--- config.mk ---
export PLATFORM = sky130hd
export DESIGN_NAME = regfile_sb_flat
export DESIGN_NICKNAME = d
export VERILOG_FILES = /design/src/rtl/regfile_sb_if.sv /design/src/rtl/regfile_sb.sv /design/src/flat_wrapper.sv
export SDC_FILE = /design/constraint.sdc
export NUM_CORES = 1
export LEC_CHECK = 0
export ABC_AREA = 1
export CAP_MARGIN = 25
export CORE_MARGIN = 2
export CORE_UTILIZATION = 52
export DETAILED_ROUTE_END_ITERATION = 8
export PLACE_DENSITY_LB_ADDON = 0.3
export SYNTH_ARGS = -nofsm -noshare
export SYNTH_HDL_FRONTEND = slang
export SYNTH_SLANG_ARGS = --single-unit
export TNS_END_PERCENT = 20
--- constraint.sdc ---
create_clock -name clk -period 3.78 [get_ports clk]
set_input_delay 0.756 -clock clk [delete_from_list [all_inputs] [get_ports clk]]
set_output_delay 0.756 -clock clk [all_outputs]
set_load 0.02 [all_outputs]
--- src/rtl/regfile_sb_if.sv ---
`default_nettype none
// ============================================================================
// Module      : regfile_sb_if
// Description : Bus bundle between decode/execute and the scoreboarded
//               register file: two read ports, one writeback port, a mark
//               port for multi-cycle producers and the pending status.
// Revision    : 1.0 - initial release
// ============================================================================
interface regfile_sb_if #(
    parameter int WIDTH   = 8,
    parameter int REGBITS = 3
);
    logic [REGBITS-1:0] ra1;
    logic [REGBITS-1:0] ra2;
    logic [WIDTH-1:0]   rd1;
    logic [WIDTH-1:0]   rd2;
    logic               busy1;
    logic               busy2;
    logic               stall;
    logic               regwrite;
    logic [REGBITS-1:0] wa;
    logic [WIDTH-1:0]   wd;
    logic               mark;
    logic [REGBITS-1:0] ma;
    logic [REGBITS-1:0] npend;

    // Pipeline side: drives addresses, writeback and mark; observes data/status
    modport master (
        output ra1, ra2, regwrite, wa, wd, mark, ma,
        input  rd1, rd2, busy1, busy2, stall, npend
    );

    // Register-file side
    modport slave (
        input  ra1, ra2, regwrite, wa, wd, mark, ma,
        output rd1, rd2, busy1, busy2, stall, npend
    );
endinterface
`default_nettype wire

--- src/rtl/regfile_sb.sv ---
`default_nettype none
// ============================================================================
// Module      : regfile_sb
// Description : Parametrised register file (r0 hardwired to zero) with a
//               per-register pending scoreboard, combinational read ports,
//               stall generation and a registered pending count.
//               Optional feature macro: REGFILE_BYPASS_EN (write-to-read
//               bypass of data and busy on a same-cycle writeback).
// Revision    : 1.0 - initial release
// ============================================================================
module regfile_sb #(
    parameter int WIDTH   = 8,
    parameter int REGBITS = 3
) (
    input  wire         clk,
    input  wire         reset,
    regfile_sb_if.slave bus
);

    localparam int c_DEPTH = 1 << REGBITS;

    logic [WIDTH-1:0]   r_regs [c_DEPTH];
    logic [c_DEPTH-1:0] r_pend;
    logic [REGBITS-1:0] r_npend;

    logic [c_DEPTH-1:0] w_pend_nxt;
    logic [REGBITS-1:0] w_cnt;
    logic [WIDTH-1:0]   w_rd1;
    logic [WIDTH-1:0]   w_rd2;
    logic               w_busy1;
    logic               w_busy2;

    // Next-state pending vector: writeback clears, mark sets (newer producer
    // wins on a collision), reset clears everything. r0 is never touched.
    always_comb begin
        w_pend_nxt = r_pend;
        if (bus.regwrite && (bus.wa != '0)) begin
            w_pend_nxt[bus.wa] = 1'b0;
        end
        if (bus.mark && (bus.ma != '0)) begin
            w_pend_nxt[bus.ma] = 1'b1;
        end
        if (reset) begin
            w_pend_nxt = '0;
        end
    end

    // Population count of the next-state pending bits; bit 0 is always clear,
    // so the maximum (2^REGBITS - 1) fits in REGBITS bits.
    always_comb begin
        w_cnt = '0;
        for (int i = 1; i < c_DEPTH; i++) begin
            w_cnt = w_cnt + REGBITS'(w_pend_nxt[i]);
        end
    end

    // Register array storage; r0 is held at zero and never written
    always_ff @(posedge clk) begin
        if (reset) begin
            for (int i = 0; i < c_DEPTH; i++) begin
                r_regs[i] <= '0;
            end
        end else if (bus.regwrite && (bus.wa != '0)) begin
            r_regs[bus.wa] <= bus.wd;
        end
    end

    // Scoreboard state and registered pending count
    always_ff @(posedge clk) begin
        r_pend  <= w_pend_nxt;
        r_npend <= w_cnt;
    end

    // Read port 1: array read, optionally overridden by a same-cycle writeback
    always_comb begin
        w_rd1   = (bus.ra1 != '0) ? r_regs[bus.ra1] : '0;
        w_busy1 = (bus.ra1 != '0) && r_pend[bus.ra1];
`ifdef REGFILE_BYPASS_EN
        if (bus.regwrite && (bus.wa != '0) && (bus.wa == bus.ra1)) begin
            w_rd1   = bus.wd;
            w_busy1 = 1'b0;
        end
`else
`endif
    end

    // Read port 2: same structure as port 1
    always_comb begin
        w_rd2   = (bus.ra2 != '0) ? r_regs[bus.ra2] : '0;
        w_busy2 = (bus.ra2 != '0) && r_pend[bus.ra2];
`ifdef REGFILE_BYPASS_EN
        if (bus.regwrite && (bus.wa != '0) && (bus.wa == bus.ra2)) begin
            w_rd2   = bus.wd;
            w_busy2 = 1'b0;
        end
`else
`endif
    end

    // Stall depends only on current state and writeback, never on mark/ma
    assign bus.rd1   = w_rd1;
    assign bus.rd2   = w_rd2;
    assign bus.busy1 = w_busy1;
    assign bus.busy2 = w_busy2;
    assign bus.stall = w_busy1 | w_busy2;
    assign bus.npend = r_npend;

endmodule
`default_nettype wire

--- src/flat_wrapper.sv ---
// flat-port wrapper written by rule: the top's interface ports become plain ports
module regfile_sb_flat 
#(
    parameter int WIDTH   = 8,
    parameter int REGBITS = 3
)
  (clk, reset, bus_ra1, bus_ra2, bus_regwrite, bus_wa, bus_wd, bus_mark, bus_ma, bus_rd1, bus_rd2, bus_busy1, bus_busy2, bus_stall, bus_npend);
  regfile_sb_if #(.WIDTH(WIDTH), .REGBITS(REGBITS)) bus_i ();
  input  wire clk;
  input  wire reset;
  input wire logic [$bits(bus_i.ra1)-1:0] bus_ra1;
  input wire logic [$bits(bus_i.ra2)-1:0] bus_ra2;
  input wire logic [$bits(bus_i.regwrite)-1:0] bus_regwrite;
  input wire logic [$bits(bus_i.wa)-1:0] bus_wa;
  input wire logic [$bits(bus_i.wd)-1:0] bus_wd;
  input wire logic [$bits(bus_i.mark)-1:0] bus_mark;
  input wire logic [$bits(bus_i.ma)-1:0] bus_ma;
  output wire logic [$bits(bus_i.rd1)-1:0] bus_rd1;
  output wire logic [$bits(bus_i.rd2)-1:0] bus_rd2;
  output wire logic [$bits(bus_i.busy1)-1:0] bus_busy1;
  output wire logic [$bits(bus_i.busy2)-1:0] bus_busy2;
  output wire logic [$bits(bus_i.stall)-1:0] bus_stall;
  output wire logic [$bits(bus_i.npend)-1:0] bus_npend;
  assign bus_i.ra1 = bus_ra1;
  assign bus_i.ra2 = bus_ra2;
  assign bus_i.regwrite = bus_regwrite;
  assign bus_i.wa = bus_wa;
  assign bus_i.wd = bus_wd;
  assign bus_i.mark = bus_mark;
  assign bus_i.ma = bus_ma;
  assign bus_rd1 = bus_i.rd1;
  assign bus_rd2 = bus_i.rd2;
  assign bus_busy1 = bus_i.busy1;
  assign bus_busy2 = bus_i.busy2;
  assign bus_stall = bus_i.stall;
  assign bus_npend = bus_i.npend;
  regfile_sb #(.WIDTH(WIDTH), .REGBITS(REGBITS)) u_core (.clk(clk), .reset(reset), .bus(bus_i));
endmodule
Yosys cells after proc, flatten, opt, wreduce, memory -nomap -nowiden
Memory sizes are Yosys's and may differ from the RTL's.
Cells that the tools add are included.
W data, S select, Z words.
Cells by class
  bitwise gates (word level): 4
  add/subtract/negate cells: 6
  muxes and demuxes: 21
  order comparisons: 6
  reduce and logical (&&, ||, !) cells: 11
Operators by type and width (count)
  $mux W8: 6
  $lt A3 B4 Y1 const B: 4
  $add A3 B1 Y3: 5
  $reduce_bool A3 Y1: 4
  $mux W1: 10
  $and A8 B8 Y8: 1
  $not A8 Y8: 1
  $or A8 B8 Y8: 1
  $reduce_or A8 Y1: 1
  $bmux W1 S3: 2
  $demux W1 S3: 2
  $ge A3 B1 Y1 const B: 2
  $logic_and A1 B1 Y1: 6
  $mux W3: 1
  $add A1 B1 Y2: 1
  $or A1 B1 Y1: 1
Word-level totals
  output and inout port bits: 22
  memories kept: 1
  input port bits: 24
  word-level logic and storage cells: 52
  RAM bits: 64
  register bits after elaboration: 11
Memories
  u_core.r_regs: depth 8, bits a word 8, read ports 2, clocked after Yosys merged registers in 0, write ports 8, line regfile_sb.sv:22  | logic [WIDTH-1:0] r_regs [c_DEPTH];

Depth between registers and ports, before layout
Gate-level depths: netlist of run 1.
  depth after elaboration: 16
  depth in mapped cells: 13
  mapped depth without buffers: 13

Worst setup path before layout of run 1
OpenSTA, ideal clock, no wires.
  path type: in2reg
  from: input port reset
  to: register u_core.r_npend[2], in the netlist u_core.bus.npend[2]
  stages: 13
  arrival time: 3.600 ns
  path slack: 0.062 ns
  library setup time: 0.118 ns
  data required time: 3.662 ns
  buffers on the path: 1
  cell sequence: buf_2 nor2_8 nand4_4 nand2_1 o22ai_1 ha_1 inv_1 fa_1 fa_1 inv_1 ha_1 fa_1 xor2_1
On the way
  word-level cells in the longest chain between the ends: 7
Ends and longest elaborated chain
  start: declaration: line flat_wrapper.sv:10  | input wire reset;
  $mux W8: line regfile_sb.sv:43  | if (reset) begin
  named net u_core.w_pend_nxt[2]: line regfile_sb.sv:26  | logic [c_DEPTH-1:0] w_pend_nxt;
  $add A1 B1 Y2: line regfile_sb.sv:53  | w_cnt = w_cnt + REGBITS'(w_pend_nxt[i]);
  $add A3 B1 Y3 (5 in series): line regfile_sb.sv:53
  named net u_core.w_cnt[2]: line regfile_sb.sv:27  | logic [REGBITS-1:0] w_cnt;
  end signal: assignment: line regfile_sb.sv:71  | r_npend <= w_cnt;
  end: declaration: line regfile_sb.sv:24  | logic [REGBITS-1:0] r_npend;
The timed path passes the listed nets, and every way through them passes these cells.
A chain may end at the register's enable or synchronous reset.

Worst setup path after layout of run 1
Same ends and word-level chain as after synthesis.

==> metrics.txt, run 1 <==
status=finished, final reports clean; cell depth of the worst hold path=2; Vias/cell=approximately 5.5; r2r setup slk=about 1.1 ns; Nets=around 650; hold_sp=u_core.r_pend[0]; Placed Instances=just over 700; Die Ht=between 90 and 100 um; RD Place Congestion=about 0.95; yosys warns=0; MaxCap Viol Count=0; largest stage delay on the critical path=0.60 ns; minimum clock period=between 3 and 4 ns; Final Setup Violations=0; worst-path maximum fanout=5; total routed wirelength=between 10000 and 15000 um; Clk Latency, worst-skew pair=~0.35 ns; synthesized flop and latch total=between 70 and 80; DR vias=around 4000; crit path max-delay cell type=clkdlybuf4s50_1; global-route wire length before repair=roughly 19000 um; non-filler cells, final=727; Setup Skew=around 0.0032 ns; PostCTS Resize Cnt=0; fmax=0.276 GHz; most frequent cells in the layout=nand2_1 (132), nor2_1 (92), inv_1 (79); CTS hold repair buffers=0; final hold vios=0; vias in the first global route=around 3800; WL/cell=about 17 um; pin count of the biggest net entering global routing=36; port bufs=45; CTS root buffer=clkbuf_8; Max H-tree Level=3; final count of pins violating max slew=0; Worst R2R Path Depth=10; Setup WS post-layout=~0.15 ns; PD cells=between 300 and 400 nW/um2; row cnt=33; Die X-Extent=roughly 96 um; crit path DAT=around 3.9 ns; Setup Fix Bufs, Post-CTS=0; Hold Path End=u_core.r_pend[0]; initial drt markers=412; FF-to-FF Start=u_core.r_pend[2]; initial antenna violation count=0; reg-to-reg endpoint=u_core.bus.npend[2]; CTS tree=yes; I/O pin cnt=46; area delta synth->final=20.9%; Top delay family on crit path=adder cells; RSZ-0062 raised after global routing=no; fraction of layout cells with a size suffix above 1=roughly a tenth; Routed Antenna Nets=0; total CTS buffers=9; clock-pin slew on the worst setup and hold paths=roughly 0.07 ns; Synth Instances=~560; Residual DRC=0; commonest non-fill, non-tap cell in the layout=nand2_1; post-synth top area share=43.7%; dpl hpwl=8680 um; Post-Syn Area=approximately 4400 um2; Required @ worst endpoint=4.02 ns; Worst IR Drop VDD=~0.25 mV; post-synth top area cell=edfxtp_1; total track usage=28.1%; Seq/Total Area, Yosys=48.7%; Hold Path Class=flip-flop to flip-flop; nature of the critical path startpoint=input port; initial core utilization=53.5%; Mapped Avg Cell Area=a little under 8 um2; Final Cycle Share=between 90% and 100%; Placeable Area=8220 um2; synth top area cells=edfxtp_1 (44%), nand2_1 (11%), nor2_1 (7.9%); endpoint class of the critical path=flip-flop; n_diodes=0; First-pass DRT Iterations=7; Distinct cells, synth=28; filler instances=slightly below 700; post-place setup slack=-0.216 ns; kind of critical path=input port to flip-flop; die area=~9200 um2; Overflow after GRT=0; Num Clock Sinks=75; Leak Pwr=~0.0024 uW; cells along the critical path=clkdlybuf4s50_1, clkinv_1, nand3_1, o22ai_1, ha_1, inv_1, fa_1, fa_1, inv_1, ha_1, fa_1, xor2_1; cell mode on critical path=fa_1; Worst Path Buf+Inv=4; Clock Path Buffers=2
-- stage by stage --
stage | utilization (%) | power, uW | cell area (um2) | setup TNS, ns | hold slack [ns]
4_1_cts | 64.7 | 2110 | 5320 | 0 | 0.458
3_5_place_dp | 61.8 | 1390 | 5080 | -0.371 | 0.446
5_1_grt | 64.7 | 2180 | 5320 | 0 | 0.494
2_1_floorplan | - | 1220 | 4420 | 0 | 0.429
3_3_place_gp | 61.8 | 1380 | 5080 | -0.240 | 0.446
6_report | 64.7 | 2110 | 5320 | 0 | 0.465
-- synth_stat cells --
library cell / count
edfxtp_1: 64
fa_1: 3
o211ai_1: 32
o22ai_1: 2
xor2_1: 1
nand3_2: 5
a21oi_2: 1
a21oi_1: 19
buf_4: 3
o21ai_1: 1
ha_1: 3
buf_2: 23
nor2_2: 3
nor2_8: 1
nand4_4: 1
o21ai_0: 16
nor2_1: 92
clkinv_1: 1
nand2_2: 2
inv_2: 3
clkbuf_1: 5
inv_1: 79
nand2_1: 132
nand4_2: 1
dfxtp_1: 11
nand3_1: 49
conb_1: 1
nand4_1: 2
-- cells by family after synthesis --
group	synth area share [%]
compound gates	10.0
xor+xnor	0.199
fa+ha+maj	2.22
buf+inv	10.6
flops	48.7
other cells	0.0853
simple gates	28.1
-- state kept, by name (all words and copies together) (netlist names) --
| signal | flops |
|---|---|
| u_core.r_pend | 8 |
| u_core.bus.npend | 3 |
| u_core.r_regs | 64 |
-- power breakdown --
| group | internal (uW) | switching, uW | total, uW |
|---|---|---|---|
| Clock | 439 | 293 | 733 |
| Sequential | 950 | 19.9 | 970 |
| Combinational | 156 | 247 | 403 |
-- worst register-to-register path, stage by stage, from the launching register on --
cell	delay (ns)
dfxtp_1	0.31
inv_1	0.07
o22ai_1	0.21
ha_1	0.27
inv_1	0.07
fa_1	0.42
fa_1	0.49
inv_1	0.05
ha_1	0.20
fa_1	0.38
xor2_1	0.15
-- per-layer routing --
layer  global-route usage (%)  vias up  part of all wire (%)  routed length, um
met5                        0        -                     0                  0
met3                     5.64       43                   7.2                866
li1                         -     1912                     -                  -
met2                     47.0      210                    49               5950
met4                     16.0        0                   3.9                466
met1                     33.8     1831                    40               4790
-- layout make-up --
cell class / count / area [um2] / share of cell area, %
clock buffer: 11 / 131 / 2.47
clock inverter: 5 / 104 / 1.95
inverter: 83 / 312 / 5.86
multi-input combinational: 374 / 1810 / 34.1
sequential: 75 / 2140 / 40.3
tap: 105 / 131 / 2.47
timing repair buffer: 74 / 683 / 12.9
-- worst max-delay path by stage --
stage          slack (ns)             endpoint  cells after the start  startpoint
6_report             0.15  u_core.bus.npend[2]                     12       reset
3_5_place_dp        -0.22  u_core.bus.npend[2]                     12       reset
3_3_place_gp        -0.17  u_core.bus.npend[2]                     12       reset
2_1_floorplan        0.06  u_core.bus.npend[2]                     13       reset
4_1_cts              0.16  u_core.bus.npend[2]                     12       reset
5_1_grt             0.002  u_core.bus.npend[2]                     12       reset
No activity file was read; power rests on OpenSTA's default activity.
==> inputs of run 2 (changes only) <==
--- a/config.mk
+++ b/config.mk
@@ -10,6 +10,7 @@
 export CORE_MARGIN = 2
 export CORE_UTILIZATION = 52
 export DETAILED_ROUTE_END_ITERATION = 8
+export HOLD_SLACK_MARGIN = 0.15
 export PLACE_DENSITY_LB_ADDON = 0.3
 export SYNTH_ARGS = -nofsm -noshare
 export SYNTH_HDL_FRONTEND = slang
==> results of run 2 <==
Same layout as run 1: the final DEF is identical, and so are final timing and power.
